<file path="src/rtl/icache_refill_ctrl.sv">
// Purpose  : direct-mapped read-only instruction cache with a line-refill FSM.
// Latency  : hit returns o_data combinationally; miss costs WORDS_PER_LINE+1 cycles plus memory gap cycles.
// Backpress: o_stall holds the fetch PC during a miss; memory paces the refill with i_mem_valid (gaps allowed).
//
// Ports:
//   i_clk, i_rst_n           clock, async active-low reset
//   i_req, i_addr, i_flush   fetch request, byte address, invalidate-all
//   o_data, o_ready, o_stall instruction word, hit indication, hold-PC
//   o_mem_req, o_mem_addr    refill request and line base address
//   i_mem_valid, i_mem_data  refill beats, ascending word order from word 0
module icache_refill_ctrl #(
   parameter int ADDR_WIDTH     = 32,
   parameter int DATA_WIDTH     = 32,
   parameter int NUM_LINES      = 16,
   parameter int WORDS_PER_LINE = 4
) (
   input  logic                  i_clk,
   input  logic                  i_rst_n,
   input  logic                  i_req,
   input  logic [ADDR_WIDTH-1:0] i_addr,
   input  logic                  i_flush,
   output logic [DATA_WIDTH-1:0] o_data,
   output logic                  o_ready,
   output logic                  o_stall,
   output logic                  o_mem_req,
   output logic [ADDR_WIDTH-1:0] o_mem_addr,
   input  logic                  i_mem_valid,
   input  logic [DATA_WIDTH-1:0] i_mem_data
);

   localparam int WSEL_W = $clog2(WORDS_PER_LINE);
   localparam int OFF    = WSEL_W + 2;
   localparam int IDX_W  = $clog2(NUM_LINES);
   localparam int TAG_W  = ADDR_WIDTH - OFF - IDX_W;

   typedef enum logic {
      S_IDLE,
      S_REFILL
   } state_t;

   state_t                state_q, state_d;
   logic [WSEL_W-1:0]     cnt_q, cnt_d;
   logic [ADDR_WIDTH-1:0] base_q, base_d;
   logic                  flush_pend_q, flush_pend_d;
   logic [NUM_LINES-1:0]  valid_q, valid_d;

   // Tag and data storage carry no reset; valid_q alone qualifies them.
   logic [TAG_W-1:0]      tag_q  [NUM_LINES];
   logic [DATA_WIDTH-1:0] data_q [NUM_LINES][WORDS_PER_LINE];

   logic [WSEL_W-1:0] req_word;
   logic [IDX_W-1:0]  req_idx;
   logic [TAG_W-1:0]  req_tag;
   logic [IDX_W-1:0]  fill_idx;
   logic [TAG_W-1:0]  fill_tag;
   logic              hit;
   logic              beat_we;
   logic              last_beat;
   logic [1:0]        unused_addr_bits;

   assign req_word         = i_addr[OFF-1:2];
   assign req_idx          = i_addr[OFF+IDX_W-1:OFF];
   assign req_tag          = i_addr[ADDR_WIDTH-1:OFF+IDX_W];
   assign fill_idx         = base_q[OFF+IDX_W-1:OFF];
   assign fill_tag         = base_q[ADDR_WIDTH-1:OFF+IDX_W];
   assign unused_addr_bits = i_addr[1:0];

   assign hit       = valid_q[req_idx] && (tag_q[req_idx] == req_tag);
   assign beat_we   = (state_q == S_REFILL) && i_mem_valid;
   assign last_beat = beat_we && (cnt_q == WSEL_W'(WORDS_PER_LINE - 1));

   always_comb begin
      state_d      = state_q;
      cnt_d        = cnt_q;
      base_d       = base_q;
      flush_pend_d = flush_pend_q;
      valid_d      = valid_q;
      o_ready      = 1'b0;
      o_stall      = 1'b0;
      o_mem_req    = 1'b0;
      o_mem_addr   = '0;
      o_data       = '0;

      case (state_q)
         S_IDLE: begin
            // A flush cycle never reports a hit: the line is about to vanish.
            o_ready = i_req && hit && !i_flush;
            o_stall = i_req && (!hit || i_flush);
            if (o_ready) begin
               o_data = data_q[req_idx][req_word];
            end
            if (i_flush) begin
               valid_d = '0;
            end else if (i_req && !hit) begin
               base_d  = {i_addr[ADDR_WIDTH-1:OFF], {OFF{1'b0}}};
               cnt_d   = '0;
               state_d = S_REFILL;
            end
         end

         S_REFILL: begin
            o_mem_req  = 1'b1;
            o_mem_addr = base_q;
            o_stall    = 1'b1;
            if (i_flush) begin
               flush_pend_d = 1'b1;
            end
            if (beat_we) begin
               cnt_d = cnt_q + WSEL_W'(1);
            end
            if (last_beat) begin
               // A flush seen at any point of the refill wipes everything,
               // including the line just installed.
               if (flush_pend_q || i_flush) begin
                  valid_d = '0;
               end else begin
                  valid_d[fill_idx] = 1'b1;
               end
               flush_pend_d = 1'b0;
               cnt_d        = '0;
               state_d      = S_IDLE;
            end
         end

         default: begin
            state_d = S_IDLE;
         end
      endcase
   end

   always_ff @(posedge i_clk or negedge i_rst_n) begin
      if (!i_rst_n) begin
         state_q      <= S_IDLE;
         cnt_q        <= '0;
         base_q       <= '0;
         flush_pend_q <= 1'b0;
         valid_q      <= '0;
      end else begin
         state_q      <= state_d;
         cnt_q        <= cnt_d;
         base_q       <= base_d;
         flush_pend_q <= flush_pend_d;
         valid_q      <= valid_d;
      end
   end

   always_ff @(posedge i_clk) begin
      if (beat_we) begin
         data_q[fill_idx][cnt_q] <= i_mem_data;
      end
      if (last_beat) begin
         tag_q[fill_idx] <= fill_tag;
      end
   end

endmodule

</file>
<file path="config.mk">
export PLATFORM = sky130hd
export DESIGN_NAME = icache_refill_ctrl
export DESIGN_NICKNAME = d
export VERILOG_FILES = /design/src/rtl/icache_refill_ctrl.sv
export SDC_FILE = /design/constraint.sdc
export NUM_CORES = 2
export LEC_CHECK = 0
export CAP_MARGIN = 20
export CORE_MARGIN = 2
export CORE_UTILIZATION = 35
export DETAILED_ROUTE_END_ITERATION = 7
export MAX_ROUTING_LAYER = met4
export PLACE_DENSITY = 0.6
export SLEW_MARGIN = 20
export SYNTH_ARGS = -nofsm -noshare
export SYNTH_HDL_FRONTEND = slang
export SYNTH_SLANG_ARGS = --single-unit
</file>
<file path="constraint.sdc">
create_clock -name i_clk -period 10.4 [get_ports i_clk]
set_input_delay 1.04 -clock i_clk [delete_from_list [all_inputs] [get_ports i_clk]]
set_output_delay 1.04 -clock i_clk [all_outputs]
set_load 0.02 [all_outputs]
</file>
== Word-level counts from Yosys, hierarchy flattened ==
Memory sizes are Yosys's and may differ from the RTL's.
Index checks and enable logic that the tools add are counted.

* Order comparisons: 6
* Equal/unequal tests: 7
* Mux-type cells: 34
* Add/subtract/negate cells: 1
* Bitwise gates (word level): 5
* Reduce and logical (&&, ||, !) cells: 18

{| class="wikitable"
|+ Operator list
! cell !! count
|-
| two-way mux 32 bit || 6
|-
| two-way mux 128 bit || 1
|-
| binary-select mux 32 bit (select 2 bit) || 1
|-
| demux 32 bit (select 2 bit) || 1
|-
| two-way mux 16 bit || 3
|-
| case mux 16 bit (2 select lines) || 1
|-
| == test 24 bit || 1
|-
| bitwise OR 16 bit || 1
|-
| two-way mux 1 bit || 12
|-
| less-than comparator 4 x 5 -> 1 bit (second input constant) || 2
|-
| logical AND 1 bit || 9
|-
| two-way mux 2 bit || 4
|-
| greater-or-equal comparator 3 bit (second input constant) || 2
|-
| != test 2 bit (second input constant) || 3
|-
| inverter 2 -> 3 bit || 2
|-
| AND reduction 3 bit || 2
|-
| binary-select mux 1 bit (select 4 bit) || 1
|-
| demux 1 bit (select 4 bit) || 1
|-
| greater-or-equal comparator 4 x 1 -> 1 bit (second input constant) || 1
|-
| case mux 1 bit (2 select lines) || 2
|-
| case mux 2 bit (2 select lines) || 1
|-
| AND reduction 2 bit || 2
|-
| less-than comparator 3 x 1 -> 1 bit (second input constant) || 1
|-
| != test 3 x 1 -> 1 bit (second input constant) || 1
|-
| other kinds (7) || 10
|}

* Memory bits (writable): 2,432
* Flip-flop bits (word level): 48
* Output and inout port bits: 67
* Memories: 2

{| class="wikitable"
|+ Memories
! memory !! words !! bits a word !! read ports !! clocked after Yosys merged registers in !! wr ports !! RTL line !! source
|-
| data_q || 16 || 128 || 1 || 0 || 1 || 49 || <nowiki>logic [DATA_WIDTH-1:0] data_q [NUM_LINES][WORDS_PER_LINE];</nowiki>
|-
| tag_q || 16 || 24 || 1 || 0 || 1 || 48 || <nowiki>logic [TAG_W-1:0] tag_q [NUM_LINES];</nowiki>
|}

== Longest topological paths before layout ==
* Depth in word-level cells: 8
* Mapped depth: 15
* Depth with buffers taken out: 9

== Least setup slack after synthesis ==
OpenSTA, ideal clock, no wires.

* Path kind: in2out
* Start: input port i_addr[5]
* End: output port o_data[0]
* Cell stages on the path: 10
* Path slack: 5,280 ps
* Path buffers: 6
* Data arrival time: 4,080 ps
* Data required time: 9,360 ps
* Path through: buf_2 > buf_2 > buf_2 > buf_2 > clkbuf_1 > buf_1 > mux4_2 > mux4_2 > mux4_2 > and3_1

* Longest elaborated chain between the ends: 7
* Elaborated cells between the ends (all ways): 13

{| class="wikitable"
|+ RTL lines
! item !! RTL line !! source
|-
| from (decl) || 20 || <nowiki>input logic [ADDR_WIDTH-1:0] i_addr,</nowiki>
|-
| memory read (16 x 24 bit) or binary-select mux 1 bit (select 4 bit) (tied branches) || -- ||
|-
| == test 24 bit or two-way mux 1 bit (tied branches) || 68 || <nowiki>assign hit = valid_q[req_idx] && (tag_q[req_idx] == req_tag);</nowiki>
|-
| logical AND 1 bit || 68 ||
|-
| logical AND 1 bit (2 in a row) || 87 || <nowiki>o_ready = i_req && hit && !i_flush;</nowiki>
|-
| two-way mux 32 bit (*) || 89 || <nowiki>if (o_ready) begin</nowiki>
|-
| two-way mux 32 bit (*) || 84 || <nowiki>case (state_q)</nowiki>
|-
| to (decl) || 22 || <nowiki>output logic [DATA_WIDTH-1:0] o_data,</nowiki>
|}

Mark *: on every way between the ends. The rest lies on a longest branch, timed or not. The select of a mux whose other input is x is not followed.

== Worst setup path in the final report ==
* Start: input port i_addr[6]
* End: output port o_data[10]

Same word-level chain as after synthesis.

==> impl_results.md <==
* CTS tree: yes
* Fill cells at 23400
* Synth cell count leaders: edfxtp_1 (2432), mux4_2 (746), nor2_1 (93)
* Crit path max fanout at 69
* Synth async-reset ratio at 1.94%
* Crit path capture type: output port
* Die ar. at 277000 um2
* Vias post-DR at 43500
* Slew Viols, Final at 0
* Hpwl dp at 123 mm
* Least-Margin Pin Slew at 1220 ps
* Outcome: finished clean
* Post-synthesis adder-cell area fraction at 0.0524%
* Setup-violating endpoint count in the final report at 0
* GRT Util Overall at 17.2%
* Initial antenna violation count at 33
* Clock Skew at 42.4 ps
* Critical Path RT at 9360 ps
* Xor and xnor area share after synthesis at 0.275%
* Core Util, Final at 40.2%
* Final Hold Viols at 0
* Crit path time final at 7080 ps
* Synth top area share at 76.4%
* Met2 Use GR at 25.7%
* Cts bufs inserted at 236
* Worst VDD drop at 172 uV
* WL/cell at 29.2 um
* Main combinational cell family by area after synthesis: multiplexers
* DRT Pass-1 Iters at 5
* CTS max path bufs at 3
* Synth area leaders: edfxtp_1 (76%), mux4_2 (18%), dfrtp_1 (1.3%), mux2i_1 (0.65%), mux2_4 (0.44%)
* DRC at 0
* Area delta synth->final at 14.1%
* Total negative setup slack at 0 ps
* Grt ovf at 0
* CTS HTree Levels at 4
* Hold buffer count at cts at 0
* Port bufs at 129
* Worst setup margin at 3320 ps
* Relative slew slack at 18.7%
* Routed WL at 234 mm
* Ratio of cells with drive above 1 in the final layout at 30.0%
* Initial Utilization at 35.2%
* Startpoint Class: primary input
* Final period util at 68.1%
* Worst-path clk slew at 60 ps
* Register area share after synthesis at 77.7%
* Height of the die at 527 um
* Reg-to-Reg Start: base_q[6]$_DFFE_PN0P_
* Hold Crit Class: in -> async
* Cts repair resizes at 0
* Number of synthesized flops with an enable pin at 2432
* Synth cell types at 66
* Simple-gate area share of the yosys netlist at 1.37%
* Row cnt at 191
* Postcts setup bufs at 0
* Pin count of the biggest net entering global routing at 143
* Worst R2R Path Depth at 4
* Max cap viols at 0
* Lkg Pwr at 33.5 nW
* DRT iter0 DRCs at 5316
* Ports at 136
* P per Cell Area at 201 nW/um2
* Vias in the first global route at 43900
* Yosys top cell by area: edfxtp_1
* Pwr Total at 21.9 mW
* Top_reg_cell synth: edfxtp_1
* Core Area at 271000 um2
* Flop2flop setup slack at 6290 ps
* Placer Congestion at 0.798
* Post-synthesis mux area share at 18.8%
* Cell with the most instances after synthesis: edfxtp_1
* Synth warn at 0
* #FFs+latches synth at 2480
* Root Buffer Master: clkbuf_16
* Compound-Gate Fraction of Synth Area at 0.648%
* Critical path class: in -> out
* Data arrival time of the critical path at 6040 ps
* Met1 usage at 24.1%
* Dpl ws at 3420 ps
* Clock sinks at 2480
* Hold slack at 305 ps
* Vias per cell at 5.43
* Busiest metal layer after global routing: met2
* FMAX at 141 MHz
* Mapped Area at 95600 um2
* Worst R2R End: data_q[12][7]$_DFFE_PP_
* First-pass GRT wire length at 331 mm
* RSZ-0062 raised after global routing: no
* Clk_lat worst skew at 860 ps
* Nets@finish at 4266
* Gate Count Post-Synth at 3932
* Grt met3 use at 2.96%
* Die W at 527 um
* Routed Antenna Nets at 0
* Syn_area_per_cell at 24.3 um2
## routing by layer
layer | up-vias | wire length (um)
li1 | 17500 | -
met4 | 0 | 7260
met5 | - | 0
met1 | 23900 | 99400
met3 | 340 | 17800
met2 | 1759 | 109000
## how the worst max path moves through the flow
stage	from	end	slack, ps
final	i_addr[6]	o_data[10]	3320
after global routing	i_addr[4]	o_data[10]	3160
after CTS	i_addr[6]	o_data[10]	3400
after detailed placement	i_addr[6]	o_data[10]	3420
after global placement	i_addr[6]	o_data[10]	3370
after floorplan	i_addr[5]	o_data[0]	5280
## logic make-up after synthesis
kind of cell | after synthesis
compound gates | 83
xor+xnor | 30
fa+ha+maj | 4
buf+inv | 226
flops | 2480
mux | 850
other cells | 1
simple gates | 258
## registers in the layout (all words and copies together) (netlist names)
name and count:
cnt_q 2, data_q 2048, flush_pend_q 1, tag_q 384
base_q 28, state_q 1, valid_q 16
## area by class of cell
cell class / instances / area [um2] / share of cell area (%)
clock buffer: 326 / 6460 / 5.93
clock inverter: 108 / 795 / 0.729
antenna: 61 / 153 / 0.140
sequential: 2480 / 74200 / 68.1
timing repair buffer: 237 / 2160 / 1.98
multi-input combinational: 1229 / 20700 / 19.0
inverter: 9 / 33.8 / 0.0310
tap: 3570 / 4470 / 4.10
## critical path, cell delays in order
cell and delay (ps):
buf_8 480, buf_4 610, nand2b_1 230, a211oi_1 100
o311ai_0 830, nand2_1 140, a2111oi_2 350, nand4_1 320
nor4b_4 350, buf_4 380, and3_1 370, clkdlybuf4s50_1 670
## report_power, final
group          total (mW)  internal [mW]  switching, mW
clock                8.14           4.51           3.63
combinational        1.88          0.722           1.16
sequential           11.8           11.5          0.319
## metrics by stage
stage	instances	cell area [um2]
after detailed placement	7521	102000
after floorplan	3935	95600
final	8020	109000
after CTS	7955	109000
after global routing	8017	109000
after global placement	7520	101000
## cell usage in the layout (no fill, tap or decap), types with 17 or more instances in the layout
cell type	instances
and2_1	33
and3_1	34
buf_4	123
clkbuf_1	75
clkbuf_16	242
clkdlybuf4s50_1	90
clkinv_1	52
clkinv_2	37
dfrtp_1	48
diode_2	61
edfxtp_1	2432
mux2_4	28
mux2i_1	62
mux4_2	746
nand2_1	36
nor2_1	28
nor2_4	65
xnor2_1	17
Power figures use the tool's default switching activity.
